==> src/rtl/stream_test_engine.sv <==
// Stream test engine: INC/PRBS/CONST traffic generator plus matching checker, counters and error LED.
// Latency: mode takes effect one cycle after it changes; tx_data advances the cycle after a handshake.
// Backpressure: tx_valid never depends on tx_ready and tx_data holds while stalled; rx_ready is 1 after reset.
module stream_test_engine #(
  parameter int unsigned TX_DEXP   = 3,
  parameter int unsigned RX_DEXP   = 0,
  parameter int unsigned LED_HOLD  = 50000000,
  parameter logic [30:0] SEED      = 31'h0000_0001,
  parameter logic [7:0]  CONST_PAT = 8'hA5
) (
  input  logic                    clk,
  input  logic                    rstn_async,
  input  logic [1:0]              mode,
  output logic                    tx_valid,
  input  logic                    tx_ready,
  output logic [(8<<TX_DEXP)-1:0] tx_data,
  input  logic                    rx_valid,
  output logic                    rx_ready,
  input  logic [(8<<RX_DEXP)-1:0] rx_data,
  output logic                    locked,
  output logic [15:0]             err_count,
  output logic [31:0]             tx_count,
  output logic [31:0]             rx_count,
  output logic                    led
);

  localparam int unsigned TW = 8 << TX_DEXP;
  localparam int unsigned RW = 8 << RX_DEXP;
  localparam int unsigned LW = (LED_HOLD < 2) ? 1 : $clog2(LED_HOLD + 1);

  localparam logic [1:0] M_INC   = 2'd0;
  localparam logic [1:0] M_PRBS  = 2'd1;
  localparam logic [1:0] M_CONST = 2'd2;
  localparam logic [1:0] M_OFF   = 2'd3;

  localparam logic [TW-1:0] CONST_TX = {(TW/8){CONST_PAT}};
  localparam logic [RW-1:0] CONST_RX = {(RW/8){CONST_PAT}};

  // x^31 + x^28 + 1 Fibonacci step
  function automatic logic [30:0] lfsr_step(input logic [30:0] s);
    return {s[29:0], s[30] ^ s[27]};
  endfunction

  // LFSR state repeated across the word, truncated to the word width
  function automatic logic [TW-1:0] prbs_tx(input logic [30:0] s);
    logic [TW-1:0] r;
    for (int i = 0; i < TW; i++) r[i] = s[i % 31];
    return r;
  endfunction

  function automatic logic [RW-1:0] prbs_rx(input logic [30:0] s);
    logic [RW-1:0] r;
    for (int i = 0; i < RW; i++) r[i] = s[i % 31];
    return r;
  endfunction

  logic          started_q;
  logic [1:0]    mode_q;
  logic [TW-1:0] tx_data_q, tx_data_d;
  logic [30:0]   lfsr_tx_q, lfsr_tx_d;
  logic [30:0]   lfsr_rx_q, lfsr_rx_d;
  logic          locked_q, locked_d;
  logic [RW-1:0] expect_q, expect_d;
  logic [15:0]   err_count_q, err_count_d;
  logic [31:0]   tx_count_q, tx_count_d;
  logic [31:0]   rx_count_q, rx_count_d;
  logic [LW-1:0] led_cnt_q, led_cnt_d;

  logic tx_hs, rx_hs, mode_chg, err_evt;

  // Outputs: started_q gates valid/ready so nothing moves on the first edge after reset
  always_comb begin
    tx_valid  = started_q && (mode_q != M_OFF);
    rx_ready  = started_q;
    tx_data   = (mode_q == M_PRBS) ? prbs_tx(lfsr_tx_q) : tx_data_q;
    locked    = locked_q;
    err_count = err_count_q;
    tx_count  = tx_count_q;
    rx_count  = rx_count_q;
    led       = (led_cnt_q == '0);
  end

  // Handshakes and mode-change detect; the first edge after reset counts as a mode change
  always_comb begin
    tx_hs    = tx_valid && tx_ready;
    rx_hs    = rx_valid && started_q;
    mode_chg = !started_q || (mode != mode_q);
  end

  // Generator next state; reinitialisation on mode change beats a same-cycle advance
  always_comb begin
    tx_data_d = tx_data_q;
    lfsr_tx_d = lfsr_tx_q;
    if (mode_chg) begin
      case (mode)
        M_INC:   tx_data_d = '0;
        M_PRBS:  lfsr_tx_d = SEED;
        M_CONST: tx_data_d = CONST_TX;
        default: ;
      endcase
    end else if (tx_hs) begin
      case (mode_q)
        M_INC:   tx_data_d = tx_data_q + TW'(1);
        M_PRBS:  lfsr_tx_d = lfsr_step(lfsr_tx_q);
        default: ;
      endcase
    end
  end

  // Checker next state; the received word is judged against the mode in force this cycle
  always_comb begin
    err_evt   = 1'b0;
    locked_d  = locked_q;
    expect_d  = expect_q;
    lfsr_rx_d = lfsr_rx_q;
    if (rx_hs) begin
      case (mode_q)
        M_INC: begin
          if (locked_q && (rx_data != expect_q)) err_evt = 1'b1;
          expect_d = rx_data + RW'(1);
          locked_d = 1'b1;
        end
        M_PRBS: begin
          if (rx_data != prbs_rx(lfsr_rx_q)) err_evt = 1'b1;
          lfsr_rx_d = lfsr_step(lfsr_rx_q);
        end
        M_CONST: begin
          if (rx_data != CONST_RX) err_evt = 1'b1;
        end
        default: ;
      endcase
    end
    if (mode_chg) begin
      case (mode)
        M_INC:   locked_d = 1'b0;
        M_PRBS: begin
          locked_d  = 1'b1;
          lfsr_rx_d = SEED;
        end
        M_CONST: locked_d = 1'b1;
        default: locked_d = 1'b0;
      endcase
    end
  end

  // Counters and LED hold timer; an error reloads the timer even when it is still running
  always_comb begin
    tx_count_d  = tx_count_q + {31'd0, tx_hs};
    rx_count_d  = rx_count_q + {31'd0, rx_hs};
    err_count_d = err_count_q;
    led_cnt_d   = led_cnt_q;
    if (err_evt) begin
      if (err_count_q != 16'hFFFF) err_count_d = err_count_q + 16'd1;
      led_cnt_d = LW'(LED_HOLD);
    end else if (led_cnt_q != '0) begin
      led_cnt_d = led_cnt_q - LW'(1);
    end
  end

  // State registers
  always_ff @(posedge clk or negedge rstn_async) begin
    if (!rstn_async) begin
      started_q   <= 1'b0;
      mode_q      <= M_INC;
      tx_data_q   <= '0;
      lfsr_tx_q   <= SEED;
      lfsr_rx_q   <= SEED;
      locked_q    <= 1'b0;
      expect_q    <= '0;
      err_count_q <= '0;
      tx_count_q  <= '0;
      rx_count_q  <= '0;
      led_cnt_q   <= '0;
    end else begin
      started_q   <= 1'b1;
      mode_q      <= mode;
      tx_data_q   <= tx_data_d;
      lfsr_tx_q   <= lfsr_tx_d;
      lfsr_rx_q   <= lfsr_rx_d;
      locked_q    <= locked_d;
      expect_q    <= expect_d;
      err_count_q <= err_count_d;
      tx_count_q  <= tx_count_d;
      rx_count_q  <= rx_count_d;
      led_cnt_q   <= led_cnt_d;
    end
  end

endmodule

==> config.mk <==
export PLATFORM = sky130hd
export DESIGN_NAME = stream_test_engine
export DESIGN_NICKNAME = d
export VERILOG_FILES = /design/src/rtl/stream_test_engine.sv
export SDC_FILE = /design/constraint.sdc
export NUM_CORES = 1
export LEC_CHECK = 0
export CAP_MARGIN = 20
export CORE_MARGIN = 2
export CORE_UTILIZATION = 55
export DETAILED_ROUTE_END_ITERATION = 8
export MAX_ROUTING_LAYER = met4
export PLACE_DENSITY_LB_ADDON = 0.3
export SETUP_SLACK_MARGIN = 0.02
export SLEW_MARGIN = 15
export SYNTH_ARGS = -nofsm -noshare
export SYNTH_HDL_FRONTEND = slang
export SYNTH_SLANG_ARGS = --single-unit
==> constraint.sdc <==
create_clock -name clk -period 3.2 [get_ports clk]
set_clock_uncertainty 0.05 [all_clocks]
set_input_delay 0.64 -clock clk [delete_from_list [all_inputs] [get_ports clk]]
set_output_delay 0.64 -clock clk [all_outputs]
set_load 0.02 [all_outputs]
==> summary.txt <==
Mapped Cells - 1378
Initial Utilization - 0.558
Remaining DRCs - 0
Die height - 155 µm
RSZ-0062 raised after global routing - true
Port Buffer Count - 161
R2R cell count - 11
Num Clock Sinks - 244
RR Endpoint - tx_count[30]$_DFF_PN0_
Detailed-route via count - 11220
Pwr Density - 520 mW/mm²
Part of the Yosys area used for sequential elements - 0.485
Ys async rst share - 1.00
Min Tclk post-route - 3.18 ns
Leakage power total - 6.72 nW
Synthesis-stage register bit count - 244
Warnings, synthesis - 0
Die Wd - 155 µm
ANT nets after route - 0
Core area - 0.0226 mm²
Crit Path Category - reg2out
Yosys cell types - 67
# diodes - 0
CTS clk-pin slew, worst paths - 0.06 ns
First-pass GRT wire length - 55200 µm
Final Hold Violating Endpoints - 0
Final Cycle Share - 0.993
Synth Net Count - 1407
VDD IR max - 0.000394 V
Post-DP HPWL - 24400 µm
Max Cap Violations - 0
Commonest non-fill, non-tap cell in the layout - dfrtp_1
Setup Total Neg Slack - 0 ns
Overall power - 8.19 mW
R2r startpoint - mode_q[0]$_DFF_PN0_
FP Rows - 55
Ports - 162
Total Die Area - 0.0241 mm²
Most frequent cells in the layout - 242 x dfrtp_1, 178 x nand2_1, 133 x clkdlybuf4s50_1, 105 x o21ai_0
CTS Buf Count - 27
Outcome - complete, no violations
Initial DRT Pass Iterations - 6
Worst hold path type - in2async
Htree depth - 1
Max Clk Rate - 315 MHz
Worst-path fanout max - 4
Worst slew margin - 0.468
Final cell count without fillers - 1871
Clock tree from TritonCTS - done
Overflow left after global routing - 0
Pin count of the biggest net entering global routing - 77
Layout cells sized above 1 - 0.0864
Synthesized area - 0.0126 mm²
Worst endpoint required time - 2.51 ns
Startpoint Class - register
WL/cell - 18.6 µm
CP Launch Point - led_cnt_q[1]$_DFFE_PN0P_
DRT Wirelength - 34700 µm
Worst slew pin tran - 0.795 ns
Initial antenna violation count - 0
Dpl cells - 1820
CTS Buffer Depth - 3
Number of DRC markers in iteration 0 - 1072
Number of synthesized flops with an enable pin - 0
Max-slew violation count - 0
Worst-Skew Late Latency - 0.54 ns
Avg Cell Area, Syn - 9.14 µm²
Layout net count - 1595
Root Buffer - clkbuf_16
Number of global-route vias before repair - 10675
Setup violators final - 0
Vias per cell - 6.00
Top FF cell, synth - dfrtp_1
Setup slack, reg-to-reg - 0.26 ns
Endpoint class of the critical path - output pin
Worst endpoint data arrival time - 2.49 ns
Area grow syn2layout - 24.9%
Total track usage - 0.290
GPL Wtd Cong - 0.954
==> timing repair <==
item                                    in CTS  in global routing
endpoints found under the setup margin      25                 42
buffers inserted                             0                  1
hold buffers                                 0                  0
gates resized for setup                     26                 12
cloned                                       0                  1
pin swaps                                    0                  1
==> final cells by class <==
class	count	area (µm²)
flip-flops and latches	244	6110
inverters	84	315
clock inverters	7	67.6
fillers	1703	6840
well taps	285	357
multi-input cells	982	5940
repair buffers	227	2170
clock buffers	42	772
==> stage by stage <==
stage                     area (µm²)  hold WS, ns   util  setup WS (ns)
after floorplan                12600        0.294      -          0.242
after global placement         14800        0.405  0.658         0.0948
after detailed placement       14800        0.434  0.658         0.0536
after CTS                      15700       0.0581  0.694        -0.0185
after global routing           15700       0.0794  0.697         -0.104
final                          15700       0.0446  0.697         0.0239
==> state kept, by name, summed over array words and instances, names as in the netlist <==
signal     cells
tx_count      32
tx_data_q     64
lfsr_tx_q     31
expect_q       8
led_cnt_q     26
err_count     16
mode_q         2
rx_ready       1
locked         1
lfsr_rx_q     31
rx_count      32
==> layer usage <==
metal,GRT usage,part of all wire,vias up
li1,-,-,5198
met1,0.410,0.44,5399
met2,0.439,0.46,536
met3,0.0435,0.079,87
met4,0.0869,0.029,0
met5,-,0,-
==> synth_stat cells, types with 8 or more instances <==
cell type | instances | area, µm²
a211oi_1 | 9 | 67.6
a21oi_1 | 76 | 380
a22o_1 | 32 | 280
a31oi_1 | 13 | 81.3
and2_1 | 9 | 56.3
and3_1 | 26 | 163
and4_1 | 12 | 105
buf_2 | 8 | 40.0
clkbuf_1 | 57 | 214
dfrtp_1 | 242 | 6060
ha_1 | 15 | 188
inv_1 | 84 | 315
nand2_1 | 179 | 672
nand3_1 | 63 | 315
nand4_1 | 36 | 225
nor2_1 | 86 | 323
nor3_1 | 29 | 145
nor4_1 | 26 | 163
o21ai_0 | 106 | 531
o22ai_1 | 9 | 56.3
or3_1 | 16 | 100
or4_1 | 14 | 105
xnor2_1 | 84 | 736
xor2_1 | 53 | 464
==> critical path, stage by stage, from the launching register on <==
cell	delay [ns]
dfrtp_1	0.41
inv_1	0.07
ha_1	0.17
or3b_2	0.47
or3_4	0.40
nor2_4	0.13
nand2_2	0.08
inv_2	0.09
buf_4	0.14
==> report_power, final <==
group / switching, mW / internal (mW)
Sequential: 0.329 / 3.36
Clock: 1.26 / 1.73
Combinational: 0.865 / 0.639
Total: 2.45 / 5.73
==> how the worst max path moves through the flow <==
| stage | end | slack (ns) | cells past startpoint |
|---|---|---|---|
| after detailed placement | led | 0.05 | 8 |
| after global placement | led | 0.09 | 8 |
| after floorplan | tx_count[26]$_DFF_PN0_ | 0.24 | 11 |
| after CTS | led | -0.02 | 8 |
| final | led | 0.02 | 8 |
| after global routing | led | -0.10 | 8 |
==> cell families after synthesis <==
logic type | synth area share
fa+ha+maj | 0.0149
buf+inv | 0.0464
compound gates | 0.140
other cells | 0.000298
simple gates | 0.213
flops | 0.485
xor+xnor | 0.0952
mux | 0.00516
Note: power is estimated with default switching activity, not from simulation.
